$ cat src/rtl/sr_cmd_pkg.sv
// Shared types and constants for the SR flip-flop command generator.
// Holds the FSM state encoding, the default bank width and pulse length,
// the pulse-counter width, and a helper that clamps a pulse length into
// the range the counter can represent.
package sr_cmd_pkg;

    // Default number of SR flops in the bank.
    localparam int DEF_WIDTH        = 8;

    // Default number of cycles s/r stay asserted per update.
    localparam int DEF_PULSE_CYCLES = 2;

    // Pulse down-counter width; 4 bits covers pulse lengths 1..15.
    localparam int CNT_W            = 4;

    typedef logic [CNT_W-1:0] cnt_t;

    // Update sequencer states.
    typedef enum logic [1:0] {
        IDLE   = 2'd0,
        DRIVE  = 2'd1,
        SETTLE = 2'd2,
        CHECK  = 2'd3
    } state_t;

    // Clamp a requested pulse length to 1..15 so that a bad parameter can
    // never load zero (which would never expire) or wrap the counter.
    function automatic cnt_t pulse_load(input int cycles);
        cnt_t val;
        if (cycles < 1) begin
            val = cnt_t'(1);
        end else if (cycles > 15) begin
            val = cnt_t'(15);
        end else begin
            val = cnt_t'(cycles);
        end
        return val;
    endfunction

endpackage

$ cat src/rtl/sr_pulse_timer.sv
// Pulse-width down-counter for the SR command generator.
// A load presets the count; while count is high it decrements once per
// cycle. expire is high during the last counted cycle, so a load of N
// gives exactly N counted cycles before expire has been seen.
module sr_pulse_timer
    import sr_cmd_pkg::*;
(
    input  logic clk,
    input  logic rst,
    input  logic load,
    input  cnt_t load_val,
    input  logic count,
    output logic expire
);

    cnt_t cnt_q;
    cnt_t cnt_d;

    // Next count: a load wins, otherwise decrement while counting and hold at zero.
    always_comb begin
        cnt_d = cnt_q;
        if (load) begin
            cnt_d = load_val;
        end else if (count && (cnt_q != '0)) begin
            cnt_d = cnt_q - cnt_t'(1);
        end
    end

    // Counter register, cleared immediately by reset.
    always_ff @(posedge clk or posedge rst) begin
        if (rst) begin
            cnt_q <= '0;
        end else begin
            cnt_q <= cnt_d;
        end
    end

    assign expire = count && (cnt_q == cnt_t'(1));

endmodule

$ cat src/rtl/sr_cmd_gen.sv
// SR flip-flop bank command generator.
// Accepts a target word and compares it with a shadow copy of the bank.
// Bits that must rise get a set pulse and bits that must fall get a reset
// pulse; both are held for PULSE_CYCLES cycles. One quiet SETTLE cycle
// follows, then a one-cycle CHECK that pulses done and updates the shadow.
// A set bit and a reset bit can never both be asserted, because a bit is
// in set_mask only if it is 1 in the target and 0 in the shadow, and in
// clr_mask only if the reverse holds.
//
// Build option SR_CMD_GEN_VERIFY_EN: when defined, CHECK compares the bank
// readback q_fb with the target (err) and reloads the shadow from q_fb.
// When undefined, err is always 0, q_fb is ignored, and the shadow takes
// the target.
module sr_cmd_gen
    import sr_cmd_pkg::*;
#(
    parameter int WIDTH        = DEF_WIDTH,
    parameter int PULSE_CYCLES = DEF_PULSE_CYCLES
) (
    input  logic             clk,
    input  logic             rst,
    input  logic             req_valid,
    output logic             req_ready,
    input  logic [WIDTH-1:0] req_data,
    output logic [WIDTH-1:0] s,
    output logic [WIDTH-1:0] r,
    input  logic [WIDTH-1:0] q_fb,
    output logic             done,
    output logic             err
);

    localparam cnt_t PULSE_LOAD = pulse_load(PULSE_CYCLES);

    state_t state_q;
    state_t state_d;

    logic [WIDTH-1:0] target_q;
    logic [WIDTH-1:0] target_d;
    logic [WIDTH-1:0] set_mask_q;
    logic [WIDTH-1:0] set_mask_d;
    logic [WIDTH-1:0] clr_mask_q;
    logic [WIDTH-1:0] clr_mask_d;
    logic [WIDTH-1:0] shadow_q;
    logic [WIDTH-1:0] shadow_d;
    logic [WIDTH-1:0] s_q;
    logic [WIDTH-1:0] s_d;
    logic [WIDTH-1:0] r_q;
    logic [WIDTH-1:0] r_d;

    logic [WIDTH-1:0] req_set;
    logic [WIDTH-1:0] req_clr;
    logic             req_change;
    logic             accept;
    logic             timer_load;
    logic             timer_count;
    logic             timer_expire;
    logic             check_err;
    logic [WIDTH-1:0] shadow_src;

    // Per-bit edge detection between the offered word and the shadow.
    genvar gi;
    generate
        for (gi = 0; gi < WIDTH; gi++) begin : g_mask
            assign req_set[gi] =  req_data[gi] & ~shadow_q[gi];
            assign req_clr[gi] = ~req_data[gi] &  shadow_q[gi];
        end
    endgenerate

    assign req_change = |(req_set | req_clr);
    assign accept     = req_valid && req_ready;

`ifdef SR_CMD_GEN_VERIFY_EN
    // Readback compare, and resynchronise the shadow to the real bank.
    assign check_err  = (q_fb != target_q);
    assign shadow_src = q_fb;
`else
    // Readback is not used in this build; fold it into a sink signal.
    logic unused_q_fb;
    assign unused_q_fb = ^q_fb;
    assign check_err   = 1'b0;
    assign shadow_src  = target_q;
`endif

    // Pulse length timer: loaded on a changing accept, counts through DRIVE.
    assign timer_load  = accept && req_change;
    assign timer_count = (state_q == DRIVE);

    sr_pulse_timer u_timer (
        .clk      (clk),
        .rst      (rst),
        .load     (timer_load),
        .load_val (PULSE_LOAD),
        .count    (timer_count),
        .expire   (timer_expire)
    );

    // State register, forced to IDLE immediately by reset.
    always_ff @(posedge clk or posedge rst) begin
        if (rst) begin
            state_q <= IDLE;
        end else begin
            state_q <= state_d;
        end
    end

    // Next-state logic for the update sequence.
    always_comb begin
        state_d = state_q;
        case (state_q)
            IDLE: begin
                if (accept) begin
                    state_d = req_change ? DRIVE : CHECK;
                end
            end
            DRIVE: begin
                if (timer_expire) begin
                    state_d = SETTLE;
                end
            end
            SETTLE: begin
                state_d = CHECK;
            end
            CHECK: begin
                state_d = IDLE;
            end
            default: begin
                state_d = IDLE;
            end
        endcase
    end

    // Output logic decoded from the current state.
    always_comb begin
        req_ready = (state_q == IDLE) && !rst;
        done      = (state_q == CHECK);
        err       = (state_q == CHECK) && check_err;
    end

    // Datapath next values: latch the request, update the shadow in CHECK,
    // and register s/r so they are asserted exactly while the FSM is in DRIVE.
    always_comb begin
        target_d   = target_q;
        set_mask_d = set_mask_q;
        clr_mask_d = clr_mask_q;
        shadow_d   = shadow_q;
        if (accept) begin
            target_d   = req_data;
            set_mask_d = req_set;
            clr_mask_d = req_clr;
        end
        if (state_q == CHECK) begin
            shadow_d = shadow_src;
        end
        s_d = (state_d == DRIVE) ? set_mask_d : '0;
        r_d = (state_d == DRIVE) ? clr_mask_d : '0;
    end

    // Datapath registers; reset drops s/r at once and forgets the shadow.
    always_ff @(posedge clk or posedge rst) begin
        if (rst) begin
            target_q   <= '0;
            set_mask_q <= '0;
            clr_mask_q <= '0;
            shadow_q   <= '0;
            s_q        <= '0;
            r_q        <= '0;
        end else begin
            target_q   <= target_d;
            set_mask_q <= set_mask_d;
            clr_mask_q <= clr_mask_d;
            shadow_q   <= shadow_d;
            s_q        <= s_d;
            r_q        <= r_d;
        end
    end

    assign s = s_q;
    assign r = r_q;

endmodule
$ cat config.mk
export PLATFORM = sky130hd
export DESIGN_NAME = sr_cmd_gen
export DESIGN_NICKNAME = d
export VERILOG_FILES = /design/src/rtl/sr_cmd_pkg.sv /design/src/rtl/sr_pulse_timer.sv /design/src/rtl/sr_cmd_gen.sv
export SDC_FILE = /design/constraint.sdc
export NUM_CORES = 1
export LEC_CHECK = 0
export BUFFER_PORTS_ARGS = -buffer_cell sky130_fd_sc_hd__buf_2
export CAP_MARGIN = 20
export CORE_UTILIZATION = 50
export DETAILED_ROUTE_END_ITERATION = 16
export GPL_ROUTABILITY_DRIVEN = 0
export PLACE_DENSITY = 0.74
export SYNTH_ARGS = -nofsm -noshare
export SYNTH_HDL_FRONTEND = slang
export SYNTH_SLANG_ARGS = --single-unit
$ cat constraint.sdc
create_clock -name clk -period 2.3 [get_ports clk]
set_clock_uncertainty 0.05 [all_clocks]
set_input_delay 0.23 -clock clk [delete_from_list [all_inputs] [get_ports clk]]
set_output_delay 0.23 -clock clk [all_outputs]
set_load 0.005 [all_outputs]
After elaboration in Yosys (flattened, before gate mapping):

Index checks and enable logic that the tools add are counted.

* $add $sub $neg: 1
* equality and inequality tests: 5
* mux-type cells: 10
* bitwise logic cells: 33
* reduce and logical (&&, ||, !) cells: 10

Operator list (count)
* 8-bit two-way mux: 4
* 1-bit bitwise AND: 16
* 1-bit NOT: 16
* 4-bit two-way mux: 2
* 8-bit OR: 1
* 2-bit one-hot mux with 4 select lines: 1
* 8-bit OR reduction: 1
* 2-bit two-way mux: 3
* 1-bit logical AND: 5
* 2-bit by 1-bit equality test with 1-bit output, second input constant: 2
* 2-bit equality test, second input constant: 2
* 4-bit by 1-bit equality test with 1-bit output, second input constant: 1
* 4-bit nonzero test: 1
* 4-bit by 1-bit subtractor with 4-bit output, second input constant: 1
* 2-bit logical NOT: 1
* 2-bit nonzero test: 1
* 1-bit logical NOT: 1

* register bits: 54
* word-level logic and storage cells: 67

Longest topological paths before layout:

* word-level depth: 9
* depth in mapped cells: 7

Hierarchy:

Synthesis repeated with hierarchy kept, for this count alone.

* cells, all modules: 260
* area total of the unflattened synthesis: 2641.3 um^2

By module, submodules not included
* sr_cmd_gen: instances 1, cells an instance 229, area an instance 2352.3 um^2
* sr_pulse_timer: instances 1, cells an instance 31, area an instance 289.0 um^2

Worst setup path after synthesis:

No wires, ideal clock.

* path kind: flip-flop to flip-flop
* start: register u_timer.cnt_q[1]
* end: register r_q[0], in the netlist r[0]
* data arrival time: 1522 ps
* data required time: 2129 ps
* setup slack: 606 ps
* stages on the path, launching flop included: 7
* period minus slack after synthesis: 1694 ps
* path through: dfrtp_1 -> inv_1 -> ha_1 -> or3b_4 -> a211oi_4 -> buf_6 -> o2bb2ai_1

* cells in the longest elaborated chain, start to end: 6

RTL lines
* from (decl): RTL line sr_pulse_timer.sv:16 `cnt_t cnt_q;`
* from (signal assigned): RTL line sr_pulse_timer.sv:34 `cnt_q <= cnt_d;`
* 4-bit by 1-bit equality test with 1-bit output: RTL line sr_pulse_timer.sv:38 `assign expire = count && (cnt_q == cnt_t'(1));`
* 1-bit logical AND: RTL line sr_pulse_timer.sv:38
* 2-bit two-way mux: RTL line sr_cmd_gen.sv:116 `if (timer_expire) begin`
* 2-bit one-hot mux with 4 select lines: RTL line sr_cmd_gen.sv:109 `case (state_q)`
* 2-bit by 1-bit equality test with 1-bit output: RTL line sr_cmd_gen.sv:155 `r_d = (state_d == DRIVE) ? clr_mask_d : '0;`
* 8-bit two-way mux: RTL line sr_cmd_gen.sv:155
* net r_d[0]: RTL line sr_cmd_gen.sv:48 `logic [WIDTH-1:0] r_d;`
* to (signal assigned): RTL line sr_cmd_gen.sv:173 `r_q <= r_d;`
* to (decl): RTL line sr_cmd_gen.sv:47 `logic [WIDTH-1:0] r_q;`

The timed path passes the listed nets, and every way through them passes these cells.
A chain may end at the register's enable or synchronous reset.

Worst setup path after layout:

* start: register u_timer.cnt_q[1]
* end: register r_q[2], in the netlist r[2]

The elaborated chain is that of the path after synthesis.

==> key figures <==
STA
  – Max-slew violations: 0
  – RSZ-0062 raised after global routing: false
  – Fin. Hold Viols: 0
  – Max Fclk: 0.561 GHz
  – Minimum clock period: 1.78 ns
  – Final setup TNS: 0 ns
  – Final worst-path cycle share: 77.5%
  – Worst Tran Pin Value: 0.611 ns
  – Final setup violation count: 0
  – Min Hold Slack: roughly 0.16 ns
  – Relative slew slack: 59.2%

Place
  – Placed Area: 0.00265 mm²
  – DP HPWL: 3150 µm
  – Port Buffers: 28

Final layout
  – Final Net Count: 303
  – FILL cells: roughly 400
  – Synth-to-Final Area Change: 14.5%
  – Area taken by multi-input logic gates: roughly 940 µm²
  – Ant diodes: 0
  – Fin area: 0.00280 mm²
  – Share of cells above drive strength 1: 18.7%
  – Register Area: 0.00135 mm²

GRT
  – Global-route wire length before repair: between 7000 and 8000 µm
  – Vias in the first global route: 1685
  – Antenna violations before repair: 0
  – Pin count of the biggest net entering global routing: 33
  – GRT Util Overall: 19.4%
  – Grt total ovfl: 0

Synth
  – Post-Syn Nets: ~270
  – Sequential fraction of the synthesis area: 55.2%
  – Post-synth ARST share: 100%
  – Syn Inst Count: roughly 230
  – Synthesized area: roughly 0.0024 mm²
  – Synth warn: 0
  – Synth area leaders: dfrtp_1 55%, ha_1 9.2%, nand2_1 8.9%, o2bb2ai_1 5.7%, inv_1 3.2%
  – Post-synth EDFFs: 0
  – Syn_area_per_cell: roughly 10 µm²
  – Unique masters post-synth: 31
  – Dominant cell type by area after synthesis: dfrtp_1
  – Count leader, synth: nand2_1
  – Yosys top cell area share: 55.2%
  – Main synth FF type: dfrtp_1
  – Most frequent cells after synthesis: 58 x nand2_1, 54 x dfrtp_1, 21 x inv_1, 18 x ha_1, 16 x o2bb2ai_1
  – Post-synthesis register bit count: 54

Detailed routing
  – Total Wirelength: 4580 µm
  – DR vias/cell: 5.15
  – Final ANT Viol Nets: 0
  – Via count: 1719
  – Initial DRC count: roughly 120
  – Drt drc: 0
  – WL/cell: 13.7 µm
  – Drt first pass iters: 4

Critical path
  – Worst r2r path cells: 6
  – Reg2reg start: u_timer.cnt_q[1]
  – Crit start category: register
  – FF-to-FF End: r[2]
  – Setup crit end kind: register
  – Required time worst endpoint: 2.43 ns
  – CP max FO: 16
  – Flop2flop setup slack: about 0.52 ns
  – WP data arrival: 1.92 ns
  – Crit Path Category: reg2reg

Floorplan
  – Die height: 72.0 µm
  – Die width: 72.0 µm
  – Num rows: 25
  – Die area: ~0.0052 mm²
  – Core ar.: about 0.0047 mm²
  – I/O pin count: 38
  – Initial core utilization: between 50% and 60%

Clock network
  – Post-CTS Setup Inserts: 0
  – CTS resizes: 0
  – CTS tree: yes
  – Cts hold-fix bufs: 1
  – CTS H-tree lvls: 2
  – Reg clk slew, reported paths: 0.10 ns
  – CTS sink count: 54
  – CTS Root Cell: clkbuf_8
  – Num CTS Buffers: 5
  – Max clock buf depth: 2
  – Clk_lat worst skew: 0.30 ns

Min path
  – WHS Path Cells: 3
  – Endpoint, Worst Hold: shadow_src[3]
  – Worst hold start: req_data[3]
  – HP Class: in2reg

Power and ir drop
  – Leak: 1.46 nW
  – Peak supply drop: around 0.00081 V
  – P per Cell Area: 1230 mW/mm²
  – Tot Pwr: 0.00344 W

Run status
  – Status: finished, final reports clean

Job
  – Max Cap Violations: 0
flip-flops by register name, indices dropped and copies added (netlist names):
name and count:
clr_mask_q 8, r 8, s 8, set_mask_q 8, shadow_q 8, shadow_src 8
u_timer.cnt_q 4, state_q 2
where the power goes:
group | internal, W | switching, W
Combinational | 0.000471 | 0.000662
Sequential | 0.00134 | 0.000209
Clock | 0.000464 | 0.000292
cell usage in the layout (no fill, tap or decap), types with 2 or more instances in the layout:
cell       instances
nand2_1           58
a21oi_1            5
and4_1             2
inv_1             20
dfrtp_1           54
buf_2             28
nand2b_1           2
buf_4              7
nand4_1            2
ha_1              18
nand3_1            9
o2bb2ai_1         16
o21ai_1            8
bufinv_16          2
clkbuf_8           6
o21ai_0           13
layer usage:
metal	global-route usage, %	share of wire, %	routed length (µm)
met4	7.63	2.2	99
met5	0	0	0
met2	31.8	49	2250
met3	4.31	3.1	143
met1	25.4	46	2080
logic make-up after synthesis:
kind of cell,after synthesis,share of synthesized area (%)
adder cells (fa/ha/maj),18,9.19
AND/OR/NAND/NOR,84,16.7
flip-flops,54,55.2
buffers and inverters,32,6.28
AO/OA/AOI/OAI,45,12.5
other,1,0.153
stage by stage:
stage | cells | utilization [%] | setup slack (ns)
3_5_place_dp | 325 | 56.1 | 0.530
3_3_place_gp | 325 | 56.1 | 0.558
6_report | 334 | 59.4 | 0.518
5_1_grt | 334 | 59.4 | 0.433
2_1_floorplan | 234 | - | 0.606
4_1_cts | 334 | 59.4 | 0.515
worst max-delay path, cell delays in order, from the launching register on:
cell and delay (ns):
dfrtp_1 0.39, inv_1 0.08, ha_1 0.13, or3b_4 0.40, a211oi_4 0.23, buf_4 0.26
o2bb2ai_1 0.11
layout make-up:
type,instances,area share (%)
Clock buffer,6,2.95
Clock inverter,2,2.14
Inverter,21,2.81
Multi-Input combinational cell,148,33.7
Sequential cell,54,48.2
Tap cell,67,2.99
Timing Repair Buffer,36,7.23
worst max-delay path by stage:
stage                           startpoint  depth (start not counted)    to  slack (ns)
after floorplan           u_timer.cnt_q[1]                          6  r[0]        0.61
after global placement    u_timer.cnt_q[1]                          6  r[2]        0.56
after detailed placement  u_timer.cnt_q[1]                          6  r[2]        0.53
after CTS                 u_timer.cnt_q[1]                          6  r[2]        0.52
after global routing      u_timer.cnt_q[1]                          6  r[1]        0.43
final                     u_timer.cnt_q[1]                          6  r[2]        0.52
(Power assumes the default switching activity.)
